## config.mk

```make
export PLATFORM = sky130hd
export DESIGN_NAME = matrix_sequencer
export DESIGN_NICKNAME = d
export VERILOG_FILES = /design/src/rtl/matrix_seq_pkg.sv /design/src/rtl/seq_lat_counter.sv /design/src/rtl/matrix_sequencer.sv
export SDC_FILE = /design/constraint.sdc
export NUM_CORES = 1
export LEC_CHECK = 0
export ABC_AREA = 1
export CAP_MARGIN = 20
export CORE_ASPECT_RATIO = 0.5
export CORE_UTILIZATION = 39
export DETAILED_ROUTE_END_ITERATION = 10
export HOLD_SLACK_MARGIN = 0.08
export MAX_ROUTING_LAYER = met4
export PLACE_DENSITY_LB_ADDON = 0.08
export SLEW_MARGIN = 20
export SYNTH_ARGS = -nofsm -noshare
export SYNTH_HDL_FRONTEND = slang
export SYNTH_HIERARCHICAL = 1
export SYNTH_SLANG_ARGS = --single-unit
```

## constraint.sdc

```tcl
create_clock -name clk -period 1.46 [get_ports clk]
set_clock_uncertainty 0.1 [all_clocks]
set_input_delay 0.219 -clock clk [delete_from_list [all_inputs] [get_ports clk]]
set_output_delay 0.219 -clock clk [all_outputs]
set_load 0.01 [all_outputs]
```

## src/rtl/matrix_seq_pkg.sv

```systemverilog
// Shared definitions for the matrix instruction sequencer.
// Holds the opcode values, the bit positions of the instruction fields,
// the sequencer state type and a helper that clamps a configured unit
// latency into the 4-bit counter range.
// Used by the instruction-memory path, the sequencer and its bench.
package matrix_seq_pkg;

  localparam int INSTR_W  = 27;
  localparam int OPCODE_W = 5;
  localparam int ADDR_W   = 7;
  localparam int SCALAR_W = 8;
  localparam int LAT_W    = 4;

  // Field positions inside the 27-bit instruction word.
  // scalar overlaps src2; the unit that runs decides which view it uses.
  localparam int OPC_MSB    = 26;
  localparam int OPC_LSB    = 22;
  localparam int DEST_MSB   = 21;
  localparam int DEST_LSB   = 15;
  localparam int SRC1_MSB   = 14;
  localparam int SRC1_LSB   = 8;
  localparam int SRC2_MSB   = 7;
  localparam int SRC2_LSB   = 1;
  localparam int SCALAR_MSB = 7;
  localparam int SCALAR_LSB = 0;

  localparam logic [OPCODE_W-1:0] OP_NOP       = 5'h00;
  localparam logic [OPCODE_W-1:0] OP_ADD       = 5'h01;
  localparam logic [OPCODE_W-1:0] OP_SUB       = 5'h02;
  localparam logic [OPCODE_W-1:0] OP_MULT      = 5'h03;
  localparam logic [OPCODE_W-1:0] OP_SCALE     = 5'h04;
  localparam logic [OPCODE_W-1:0] OP_TRANSPOSE = 5'h05;
  localparam logic [OPCODE_W-1:0] OP_HALT      = 5'h1F;

  typedef enum logic [2:0] {
    ST_IDLE  = 3'd0,
    ST_READ  = 3'd1,
    ST_EXEC  = 3'd2,
    ST_WRITE = 3'd3,
    ST_HALT  = 3'd4
  } state_t;

  // A latency of 0 would never reach the last-cycle flag, so it runs as 1.
  function automatic logic [LAT_W-1:0] eff_lat(input int unsigned lat);
    if (lat == 0)       return 4'd1;
    else if (lat > 15)  return 4'd15;
    else                return LAT_W'(lat);
  endfunction

  // Opcodes that walk through READ / EXEC / WRITE.
  function automatic logic is_unit_op(input logic [OPCODE_W-1:0] op);
    return (op == OP_ADD) || (op == OP_SUB) || (op == OP_MULT) ||
           (op == OP_SCALE) || (op == OP_TRANSPOSE);
  endfunction

endpackage

```

## src/rtl/seq_lat_counter.sv

```systemverilog
// Loadable 4-bit down-counter that times how long a functional-unit enable
// stays high.
// Ports:
//   clk, reset  : clock, asynchronous active-high reset
//   load        : load load_val this edge (has priority over en)
//   en          : decrement this edge (holds at 0)
//   load_val    : latency to load
//   count       : current value
//   last        : count == 1, i.e. this is the final enable cycle
module seq_lat_counter
  import matrix_seq_pkg::*;
(
  input  logic             clk,
  input  logic             reset,
  input  logic             load,
  input  logic             en,
  input  logic [LAT_W-1:0] load_val,
  output logic [LAT_W-1:0] count,
  output logic             last
);

  always_ff @(posedge clk or posedge reset) begin
    if (reset) begin
      count <= '0;
    end else if (load) begin
      count <= load_val;
    end else if (en && (count != '0)) begin
      count <= count - 1'b1;
    end
  end

  assign last = (count == 4'd1);

endmodule

```

## src/rtl/matrix_sequencer.sv

```systemverilog
// Multicycle sequencer for the matrix datapath.
// Accepts one decoded instruction over a valid/ready handshake and walks it
// through READ (data-memory read strobe), EXEC (unit enable held for the
// unit's latency) and WRITE (write-back strobe plus retire pulse).
// NOP and illegal opcodes retire one cycle after accept without leaving IDLE;
// HALT parks the sequencer until reset.
//
// Handshake: an instruction is consumed on a rising edge where instr_valid
// and instr_ready are both high; the word must stay stable until then, and
// instr_ready is only high in IDLE.
//
// Ports:
//   clk, reset                     clock, asynchronous active-high reset
//   instr_valid, instr_word        instruction in; instr_ready back
//   r_reg, w_reg                   data-memory read / write-back strobes
//   enable_add/mult/scale/transpose functional-unit enables
//   add_or_sub                     1 = subtract while enable_add is high
//   dest_addr, src1_addr, src2_addr, scalar_out  fields latched at accept
//   done                           one-cycle retire pulse
//   halted, err                    HALT executed / sticky illegal opcode
//   perf_retired, perf_busy        saturating counters, only present when
//                                  MATRIX_SEQ_PERF_EN is defined
module matrix_sequencer
  import matrix_seq_pkg::*;
#(
  parameter int MULT_LAT  = 4,
  parameter int ADD_LAT   = 1,
  parameter int SCALE_LAT = 1,
  parameter int TRANS_LAT = 1
) (
  input  logic                clk,
  input  logic                reset,
  input  logic                instr_valid,
  input  logic [INSTR_W-1:0]  instr_word,
  output logic                instr_ready,
  output logic                r_reg,
  output logic                w_reg,
  output logic                enable_add,
  output logic                enable_mult,
  output logic                enable_scale,
  output logic                enable_transpose,
  output logic                add_or_sub,
  output logic [ADDR_W-1:0]   dest_addr,
  output logic [ADDR_W-1:0]   src1_addr,
  output logic [ADDR_W-1:0]   src2_addr,
  output logic [SCALAR_W-1:0] scalar_out,
  output logic                done,
  output logic                halted,
`ifdef MATRIX_SEQ_PERF_EN
  output logic [15:0]         perf_retired,
  output logic [15:0]         perf_busy,
`endif
  output logic                err
);

  state_t                state;
  state_t                next_state;
  logic [OPCODE_W-1:0]   op_q;
  logic                  quick_done_q;
  logic                  accept;
  logic [OPCODE_W-1:0]   op_in;
  logic [LAT_W-1:0]      unit_lat;
  logic [LAT_W-1:0]      lat_count;
  logic                  lat_last;
  logic                  op_legal;

  assign accept   = instr_valid && instr_ready;
  assign op_in    = instr_word[OPC_MSB:OPC_LSB];
  assign op_legal = is_unit_op(op_in) || (op_in == OP_NOP) || (op_in == OP_HALT);

  // State register.
  always_ff @(posedge clk or posedge reset) begin
    if (reset) state <= ST_IDLE;
    else       state <= next_state;
  end

  // Next-state logic.
  always_comb begin
    next_state = state;
    case (state)
      ST_IDLE: begin
        if (accept) begin
          if (is_unit_op(op_in))      next_state = ST_READ;
          else if (op_in == OP_HALT)  next_state = ST_HALT;
        end
      end
      ST_READ:  next_state = ST_EXEC;
      ST_EXEC:  if (lat_last) next_state = ST_WRITE;
      ST_WRITE: next_state = ST_IDLE;
      ST_HALT:  next_state = ST_HALT;
      default:  next_state = ST_IDLE;
    endcase
  end

  // Outputs decoded from state and the latched opcode.
  always_comb begin
    instr_ready      = (state == ST_IDLE);
    r_reg            = (state == ST_READ);
    w_reg            = (state == ST_WRITE);
    enable_add       = (state == ST_EXEC) && ((op_q == OP_ADD) || (op_q == OP_SUB));
    enable_mult      = (state == ST_EXEC) && (op_q == OP_MULT);
    enable_scale     = (state == ST_EXEC) && (op_q == OP_SCALE);
    enable_transpose = (state == ST_EXEC) && (op_q == OP_TRANSPOSE);
    add_or_sub       = enable_add && (op_q == OP_SUB);
    done             = (state == ST_WRITE) || quick_done_q;
    halted           = (state == ST_HALT);
  end

  // Fields latched at accept; they persist until the next accept.
  // quick_done_q gives NOP/illegal their retire pulse in the cycle after
  // accept while the FSM stays in IDLE.
  always_ff @(posedge clk or posedge reset) begin
    if (reset) begin
      op_q         <= OP_NOP;
      dest_addr    <= '0;
      src1_addr    <= '0;
      src2_addr    <= '0;
      scalar_out   <= '0;
      quick_done_q <= 1'b0;
      err          <= 1'b0;
    end else begin
      quick_done_q <= accept && !is_unit_op(op_in) && (op_in != OP_HALT);
      if (accept) begin
        op_q       <= op_in;
        dest_addr  <= instr_word[DEST_MSB:DEST_LSB];
        src1_addr  <= instr_word[SRC1_MSB:SRC1_LSB];
        src2_addr  <= instr_word[SRC2_MSB:SRC2_LSB];
        scalar_out <= instr_word[SCALAR_MSB:SCALAR_LSB];
        if (!op_legal) err <= 1'b1;
      end
    end
  end

  always_comb begin
    case (op_q)
      OP_MULT:      unit_lat = eff_lat(MULT_LAT);
      OP_SCALE:     unit_lat = eff_lat(SCALE_LAT);
      OP_TRANSPOSE: unit_lat = eff_lat(TRANS_LAT);
      default:      unit_lat = eff_lat(ADD_LAT);
    endcase
  end

  // Loaded during READ so the first EXEC cycle sees the full latency.
  seq_lat_counter u_lat (
    .clk      (clk),
    .reset    (reset),
    .load     (state == ST_READ),
    .en       (state == ST_EXEC),
    .load_val (unit_lat),
    .count    (lat_count),
    .last     (lat_last)
  );

`ifdef MATRIX_SEQ_PERF_EN
  always_ff @(posedge clk or posedge reset) begin
    if (reset) begin
      perf_retired <= '0;
      perf_busy    <= '0;
    end else begin
      if (done && (perf_retired != 16'hFFFF))
        perf_retired <= perf_retired + 16'd1;
      if ((state inside {ST_READ, ST_EXEC, ST_WRITE}) && (perf_busy != 16'hFFFF))
        perf_busy <= perf_busy + 16'd1;
    end
  end
`endif

endmodule

```

==> metrics, run 1 <==
Die W=97.9 um; Synth area leaders=dfrtp_1, nand2_1, inv_1; P&R area growth vs syn=79.6%; Die Footprint=4890 um^2; Unique masters post-synth=26; Final Hold Vio Count=0; Post-synth top cells=nand2_1, dfrtp_1, inv_1, nor2_1; CP Max Fanout=6; violated checks=negative setup slack; Top FF cell, synth=dfrtp_1; Final Wtd Congestion=0.794; Final Max Tran Viols=0; RSZ-0062 raised after global routing=yes; clk buf depth=2; R2R Path End=dest_addr[6]; period utilization=115%; most common cell in the synthesized netlist=nand2_1; reg2reg start=state[2]; met3 Track Usage GR=5.25%; Fmax=597 MHz; final net count=363; clock root cell=clkbuf_8; hold slack=365 ps; Cells after Synth=223; final worst slack=-215 ps; worst min path class=in2reg; crit path kind=reg2reg; input/output buffers=69; CTS tree=built; layout cells sized above 1=41.9%; met1 Use GR=23.7%; H-tree depth=2; # diodes=0; Wirelength per Cell=12.8 um; fin crit period=1680 ps; top-area cell type share of the netlist area=50.2%; via count=1,759; Crit. End Element=flop; Avg Cell Area, Syn=8.04 um^2; cell taking the most area after synthesis=dfrtp_1; DRT Wirelength=4.93 mm; Syn Std Cell Area=1790 um^2; worst vdd ir=0.866 mV; GR Util All Layers=20.5%; power per cell area=1950 nW/um^2; core area=4140 um^2; Seq/Total Area, Yosys=50.2%; Area after DPL=2630 um^2; die height=49.9 um; largest net degree at the start of global routing=33; Rows=16; DR vias/cell=4.56; first-pass GRT wire length=7.53 mm; Async SR Flop Fraction=100%; CP Launch Point=state[2]; status=finished with violations; number of global-route vias before repair=1,692; worst setup path endpoint=dest_addr[6]; M2 GR Usage=36.2%; antenna violations before repair=0; Leak Pwr=0.00168 uW; Max-Cap Viols=0; critical path data arrival time=1810 ps; total I/O pin count=70; clk sinks=36; most used routing layer in global routing=met2; TritonCTS buffer count=5; FF+latch count, synth=36; Initial Utilization=43.3%; Clock Latency Late Sink=290 ps; GR Overflow Total=0; ANT nets after route=0; DR iter-0 viols=39; R2R Setup Slk=-220 ps; final setup vio count=42; DRT Pass-1 Iters=4; Clock transition at path regs=80 ps; Ys Warns=6; Detail Placement HPWL=3.09 mm; reg2reg path depth=10; number of flops mapped to enable cells by yosys=0; Residual DRC=0; Startpoint Class=flop; Finished Cell Area=3220 um^2; Req. time, crit path=1590 ps
cell usage in the layout, fill, tap and decap left out, drive strengths merged:
master,netlist,layout
dfrtp,36,36
conb,1,2
buf,12,48
clkinv,0,3
bufinv,0,1
dlygate4sd2,0,30
or2,2,2
clkinvlp,0,1
dlygate4sd3,0,1
nand3b,1,1
inv,24,25
nor3,6,6
nor2,15,15
ha,2,2
o31ai,1,1
nand4,1,1
nand3,10,10
nor3b,1,1
clkbuf,0,6
o21ai,10,10
clkdlybuf4s50,0,29
nand2,99,99
a21oi,1,1
o21bai,1,1
routing by layer:
metal  up-vias  share of wire (%)
li1        893                  -
met1       827                 45
met2        34                 51
met3         5                3.9
met4         0               0.69
met5         -                  0
what timing repair did:
action	4_1_cts	5_1_grt
setup endpoints to repair	51	42
endpoints found under the hold margin	4	0
buffers inserted	5	12
gates resized for setup	96	100
gates cloned	1	5
pin swaps	8	34
hold buffers	1	0
where the power goes:
group	switching (uW)	internal (uW)	total, uW
Sequential	350	1450	1800
Clock	385	506	891
Combinational	1820	1760	3580
worst min-delay path by stage:
stage	start	end	slack, ps	cells after the start
floorplan	reset	u_lat/count[0]	-110	1
global placement	reset	u_lat/count[3]	350	2
detailed placement	reset	u_lat/count[1]	350	2
CTS	instr_word[16]	dest_addr[1]	350	3
global route	instr_word[19]	dest_addr[4]	370	3
finish	instr_word[19]	dest_addr[4]	370	3
flip-flops by register name (all words and copies together), names as in the netlist:
signal,flops
dest_addr,7
err,1
op_q,5
quick_done_q,1
scalar_out,1
src1_addr,7
src2_addr,7
state,3
u_lat/count,4
cells by family (layout without fill, tap and decap cells):
group	after synthesis	in the layout	share of synthesized area, %
AND/OR/NAND/NOR	135	135	32.4
flip-flops	36	36	50.2
buffers and inverters	36	144	11.2
AO/OA/AOI/OAI	13	13	4.54
adder cells (fa/ha/maj)	2	2	1.40
other	1	2	0.209
cell type report:
| class | instances | area [um^2] |
|---|---|---|
| clock buffers | 5 | 68.8 |
| flip-flops and latches | 36 | 901 |
| multi-input cells | 152 | 958 |
| repair buffers | 109 | 1030 |
| repair inverters | 3 | 36.3 |
| inverters | 24 | 110 |
| clock inverters | 3 | 42.5 |
| well taps | 54 | 67.6 |
| fillers | 295 | 925 |
metrics by stage:
step	utilization [%]	total power [uW]	setup TNS [ps]	std cells	worst slack (ps)
finish	77.7	6270	-7400	386	-215
global route	77.7	6720	-10500	386	-315
CTS	67.6	5400	-2570	372	-247
detailed placement	63.4	4580	-2680	357	-378
global placement	63.4	4490	-2400	357	-335
floorplan	-	3240	0	224	9.49
worst max-delay path, cell delays in order (launching register included):
cell and delay, ps:
dfrtp_1 400, nor2_2 150, buf_4 130, buf_6 90
nand2_4 50, buf_6 130, nor2_8 170, buf_6 160
clkbuf_16 150, nand2_2 40, nand2_1 50
Note: power is estimated with default switching activity, not from simulation.
==> inputs of run 2 (changes only) <==
--- a/config.mk
+++ b/config.mk
@@ -8,8 +8,10 @@
 export ABC_AREA = 1
 export CAP_MARGIN = 20
 export CORE_ASPECT_RATIO = 0.5
-export CORE_UTILIZATION = 39
+export CORE_UTILIZATION = 40
+export CTS_CLUSTER_SIZE = 40
 export DETAILED_ROUTE_END_ITERATION = 10
+export DONT_BUFFER_PORTS = 1
 export HOLD_SLACK_MARGIN = 0.08
 export MAX_ROUTING_LAYER = met4
 export PLACE_DENSITY_LB_ADDON = 0.08
==> run 2 against run 1 <==
The flow still finishes with violations (negative setup slack). Largest cell class is now sequential cells. Sequential power up 11%. Cell count down 15%. Register-to-register slack better by 200 ps.
==> metrics, run 2 (synthesis gave the netlist of run 1 again) <==
Clock Latency Late Sink=280 ps (was 290 ps); Clk pwr share=17.3% (was 14.2%); Max-Cap Viols=0 (unchanged); hold_sp=instr_valid (was instr_word[19]); DRT Wirelength=4.36 mm (was 4.93 mm); input/output buffers=0 (was 69); placed cell count=282 (was 357); H-tree depth=2 (unchanged); status=finished with violations (unchanged); crit path kind=reg2out (was reg2reg); area of the multi-input gates=793 um^2 (was 958 um^2); Worst Hold Path EP=quick_done_q (was dest_addr[4]); sequential share of power=39.7% (was 28.7%); # diodes=0 (unchanged); RSZ-0062 raised after global routing=yes (unchanged); Layout Cells excl Fill=329 (was 386); GR Util All Layers=20.1% (was 20.5%); Die W=96.7 um (was 97.9 um); first-pass GRT wire length=7.40 mm (was 7.53 mm); R2R Path End=src1_addr[1] (was dest_addr[6]); TritonCTS buffer count=5 (unchanged); Crit. End Element=primary output (was flop); largest net degree at the start of global routing=33 (unchanged); period utilization=117% (was 115%); core area=4100 um^2 (was 4140 um^2); Worst path max stage delay=440 ps (was 400 ps); most frequent cells in the layout=nand2_1, dfrtp_1, dlygate4sd3_1 (was nand2_1, dfrtp_1, nand2_2); number of global-route vias before repair=1,684 (was 1,692); Startpoint Class=flop (unchanged); Largest regs=dest_addr (7), src1_addr (7), src2_addr (7) (unchanged); post-layout util=62.0% (was 77.7%); Initial Utilization=43.7% (was 43.3%); power per cell area=1970 nW/um^2 (was 1950 nW/um^2); Fmax=588 MHz (was 597 MHz); Area after DPL=1920 um^2 (was 2630 um^2); R2R Setup Slk=-20 ps (was -220 ps); critical path data arrival time=1380 ps (was 1810 ps); clock root cell=clkbuf_8 (unchanged); Final Max Tran Viols=0 (unchanged); final setup vio count=24 (was 42); Clock transition at path regs=70 ps (was 80 ps); Wirelength per Cell=13.3 um (was 12.8 um); Die Footprint=4770 um^2 (was 4890 um^2); M2 GR Usage=32.7% (was 36.2%); Residual DRC=0 (unchanged); most used routing layer in global routing=met2 (unchanged); Switch Pwr=2120 uW (was 2550 uW); CTS tree=built (unchanged); internal power=2890 uW (was 3720 uW); GR Overflow Total=0 (unchanged); most common cell after layout, fill and taps aside=nand2_1 (unchanged); clk sinks=36 (unchanged); Final Wtd Congestion=0.788 (was 0.794); Finished Cell Area=2540 um^2 (was 3220 um^2); final worst slack=-242 ps (was -215 ps); total I/O pin count=70 (unchanged); Comb power frac=43.0% (was 57.1%); Req. time, crit path=1140 ps (was 1590 ps); register area=901 um^2 (unchanged); Leak Pwr=0.00129 uW (was 0.00168 uW); ANT nets after route=0 (unchanged); switch share=42.3% (was 40.7%); worst min path class=in2reg (unchanged); reg2reg path depth=8 (was 10); Slowest cell on crit path=dfrtp_1 (unchanged); P&R area growth vs syn=41.9% (was 79.6%); clk buf depth=2 (unchanged); DR vias/cell=4.83 (was 4.56); fin crit period=1700 ps (was 1680 ps); met1 Use GR=24.1% (was 23.7%); Final Power=5010 uW (was 6270 uW); worst vdd ir=0.955 mV (was 0.866 mV); Final Hold Vio Count=0 (unchanged); DRT Pass-1 Iters=4 (unchanged); Filler Cells Inserted=369 (was 295); violated checks=negative setup slack (unchanged); die height=49.3 um (was 49.9 um); reg2reg start=state[2] (unchanged); antenna violations before repair=0 (unchanged); CP Max Fanout=3 (was 6); layout cells sized above 1=23.3% (was 41.9%); met3 Track Usage GR=5.59% (was 5.25%); Rows=16 (unchanged); Detail Placement HPWL=2.67 mm (was 3.09 mm); worst hold stages=2 (was 3); final net count=306 (was 363); DR iter-0 viols=45 (was 39); Cell Chain, Critical Path=nor2_4, nand2_4, inv_2, nand3_4, nor3_2, buf_4 (was nor2_2, buf_4, buf_6, nand2_4, buf_6, nor2_8, buf_6, clkbuf_16, nand2_2, nand2_1); via count=1,588 (was 1,759)
## run 2: cell types whose count changed in the layout (fill, tap and decap cells not counted), moves of 3 or more
| cell | delta |
|---|---|
| dlygate4sd3_1 | +27 |
| nand2_1 | +42 |
| buf_2 | -6 |
| buf_4 | -5 |
| o21ai_0 | +6 |
| inv_4 | -3 |
| buf_6 | -12 |
| clkdlybuf4s50_1 | -29 |
| o21ai_2 | -4 |
| dlygate4sd2_1 | -30 |
| nand2_4 | -11 |
| nand2_2 | -32 |
## run 2: how the worst max path moves through the flow
stage	start	to	cells past startpoint	slack, ps
final	state[2]	enable_scale	6	-240
after global routing	op_q[2]	enable_add	5	-310
after CTS	state[0]	enable_scale	6	-220
after detailed placement	state[2]	enable_transpose	6	50
after global placement	state[2]	enable_scale	6	80
after floorplan	state[2]	enable_scale	5	9
## run 2: power by group through the flow
stage          clock (uW)  sequential (uW)  combinational (uW)
4_1_cts               886             1980                1850
2_1_floorplan           0             1860                1380
5_1_grt               932             2050                2440
3_5_place_dp            0             2000                1570
6_report              865             1990                2160
3_3_place_gp            0             2000                1530
## run 2: routing by layer
layer / vias to the layer above / share of wire [%]
met5: - / 0
met4: 0 / 1.1
met3: 6 / 5.6
met2: 52 / 48
met1: 754 / 45
li1: 776 / -
## run 2: per-stage QoR
step	hold WS [ps]	TNS, ps	setup WS [ps]
CTS	93.2	-1350	-220
finish	98.4	-1630	-242
floorplan	-115	0	9.49
global route	109	-3920	-310
detailed placement	-84.9	0	47.2
global placement	-87.7	0	82.0
## run 2: what timing repair did
item | in CTS | in global routing
endpoints found under the setup margin | 9 | 38
hold buffers | 28 | 0
endpoints found under the hold margin | 63 | 0
pin swaps | 5 | 2
gates resized for setup | 17 | 19
setup buffers | 7 | 3
cloned | 0 | 2
## run 2: worst max-delay path: cells and delay by family (launching register included)
| kind | cells | cell delay (ps) |
|---|---|---|
| flops | 1 | 440 |
| buf+inv | 2 | 230 |
| simple gates | 4 | 450 |
## run 2: cell type report
type                    instances  share of cell area [%]
flip-flops and latches         36                    35.4
multi-input cells             152                    31.2
repair buffers                 54                    21.8
inverters                      24                    4.42
clock buffers                   6                    2.85
well taps                      54                    2.65
clock inverters                 2                    1.38
repair inverters                1                   0.344
==> inputs of run 3 (changes only) <==
--- a/config.mk
+++ b/config.mk
@@ -13,7 +13,6 @@
 export DETAILED_ROUTE_END_ITERATION = 10
 export DONT_BUFFER_PORTS = 1
 export HOLD_SLACK_MARGIN = 0.08
-export MAX_ROUTING_LAYER = met4
 export PLACE_DENSITY_LB_ADDON = 0.08
 export SLEW_MARGIN = 20
 export SYNTH_ARGS = -nofsm -noshare
==> run 3 against run 2 <==
Count of clock-buffer cells in the layout unchanged. Cell count decreased by 1.2%. Routed wire length decreased by 5.3%. Global-route usage decreased by 0.55 points. The run still ends with negative setup slack left. Sequential cell count unchanged. Highest routed layer unchanged. Setup slack improved by 1.8 ps. Die area unchanged. First-iteration DRC count decreased by 11%. Register-to-register slack improved by 40 ps. Clock power about the same. Sequential share of layout area increased by 0.95 points.
==> metrics, run 3 (synthesis gave the netlist of run 1 again) <==
clk buf depth=2 (unchanged); placed cell count=282 (unchanged); die height=49.3 um (unchanged); Filler Cells Inserted=371 (was 369); Final Max Tran Viols=0 (unchanged); GR Overflow Total=0 (unchanged); Clock Latency Late Sink=280 ps (about the same); layout cells sized above 1=22.1% (was 23.3%); clk sinks=36 (unchanged); post-layout util=60.4% (was 62.0%); DR iter-0 viols=40 (was 45); total I/O pin count=70 (unchanged); Layout Cells excl Fill=325 (was 329); RSZ-0062 raised after global routing=yes (unchanged); Fmax=588 MHz (about the same); DR vias/cell=4.75 (was 4.83); clock root cell=clkbuf_8 (unchanged); Comb power frac=41.3% (was 43.0%); Clk pwr share=17.8% (was 17.3%); antenna violations before repair=0 (unchanged); Max Used Layer=met4 (unchanged); GR Util All Layers=19.5% (was 20.1%); DRT Wirelength=4.13 mm (was 4.36 mm); Residual DRC=0 (unchanged); Cell Chain, Critical Path=nor2_4, nand2_4, inv_2, nand3_4, nor3_2, buf_4 (unchanged); Max-Cap Viols=0 (unchanged); DRT Pass-1 Iters=4 (unchanged); TritonCTS buffer count=5 (unchanged); internal power=2790 uW (was 2890 uW); most common cell after layout, fill and taps aside=nand2_1 (unchanged); final net count=302 (was 306); Slowest cell on crit path=dfrtp_1 (unchanged); CP Max Fanout=3 (unchanged); # diodes=0 (unchanged); Leak Pwr=0.00126 uW (was 0.00129 uW); Switch Pwr=2060 uW (was 2120 uW); Setup WS pre-CTS=47.2 ps (unchanged); Detail Placement HPWL=2.67 mm (unchanged); final worst slack=-240 ps (was -242 ps); most frequent cells in the layout=nand2_1, dfrtp_1, dlygate4sd3_1 (unchanged); core area=4100 um^2 (unchanged); Largest regs=dest_addr (7), src1_addr (7), src2_addr (7) (unchanged); switch share=42.5% (was 42.3%); CTS tree=built (unchanged); Rows=16 (unchanged); P&R area growth vs syn=38.2% (was 41.9%); worst vdd ir=0.944 mV (was 0.955 mV); reg2reg path depth=7 (was 8); worst hold stages=2 (unchanged); violated checks=negative setup slack (unchanged); fin crit period=1700 ps (about the same); critical path data arrival time=1380 ps (about the same); routed wl met2=2.00 mm (was 2.11 mm); register area=901 um^2 (unchanged); Wirelength per Cell=12.7 um (was 13.3 um); Die W=96.7 um (unchanged); Req. time, crit path=1140 ps (about the same); ANT nets after route=0 (unchanged); period utilization=116% (was 117%); worst min path class=in2reg (unchanged); Worst path max stage delay=440 ps (about the same); power per cell area=1960 nW/um^2 (was 1970 nW/um^2); crit path kind=reg2out (unchanged); hold slack=99.0 ps (was 98.4 ps); input/output buffers=0 (unchanged); sequential share of power=41.0% (was 39.7%); Die Footprint=4770 um^2 (unchanged); met1 WL=1.87 mm (was 1.96 mm); Clock transition at path regs=70 ps (about the same); first-pass GRT wire length=7.40 mm (unchanged); Final Hold Vio Count=0 (unchanged); WL met3=229 um (was 245 um); Startpoint Class=flop (unchanged); final setup vio count=9 (was 24); via count=1,545 (was 1,588); status=finished with violations (unchanged); area of the multi-input gates=793 um^2 (unchanged); H-tree depth=2 (unchanged); Final Wtd Congestion=0.777 (was 0.788); Initial Utilization=43.7% (unchanged); number of global-route vias before repair=1,677 (was 1,684); largest net degree at the start of global routing=33 (unchanged); Crit. End Element=primary output (unchanged)
==> run 3: worst paths after layout <==
check,startpoint,end,slack (ps)
max,state[2],enable_scale,-240
min,instr_valid,quick_done_q,100
max reg2reg,state[2],scalar_out[0],20
min reg2reg,src1_addr[0],src1_addr[0],440
max in group asynchronous,reset,quick_done_q,570
min in group asynchronous,reset,u_lat/count[0],190
==> run 3: stage by stage <==
stage	instance area (um^2)	setup TNS, ps	total power (uW)
final	2480	-1420	4860
after global routing	2480	-3200	5270
after global placement	1920	0	3530
after floorplan	1800	0	3240
after detailed placement	1920	0	3570
after CTS	2400	-1350	4710
==> run 3: final cells by class <==
| type | count | area share, % |
|---|---|---|
| well taps | 54 | 2.73 |
| clock buffers | 6 | 2.93 |
| multi-input cells | 152 | 32.0 |
| inverters | 24 | 4.34 |
| clock inverters | 2 | 1.41 |
| flip-flops and latches | 36 | 36.3 |
| repair buffers | 51 | 20.2 |
==> run 3: per-layer routing <==
| layer | vias up | GRT usage [%] |
|---|---|---|
| li1 | 767 | - |
| met1 | 729 | 23.8 |
| met2 | 43 | 32.6 |
| met3 | 6 | 6.45 |
| met4 | 0 | 7.46 |
| met5 | - | 0 |
==> run 3: critical path: cells and delay by family (launching register included) <==
family | cells | cell delay, ps
DFF | 1 | 440
and+or+nand+nor | 4 | 450
buffers and inverters | 2 | 230
==> run 3: repair_timing <==
| item | in CTS | in global routing |
|---|---|---|
| buffers inserted | 7 | 1 |
| hold buffers | 28 | 0 |
| resized for setup | 17 | 18 |
| cloned | 0 | 0 |
| endpoints found under the setup margin | 9 | 38 |
| pin swaps | 5 | 2 |
| endpoints found under the hold margin | 63 | 0 |
==> run 3: power by group through the flow <==
stage / combinational [uW] / sequential (uW) / clock [uW]
2_1_floorplan: 1380 / 1860 / 0
3_3_place_gp: 1530 / 2000 / 0
3_5_place_dp: 1570 / 2000 / 0
4_1_cts: 1850 / 1980 / 886
5_1_grt: 2280 / 2050 / 935
6_report: 2000 / 1990 / 864
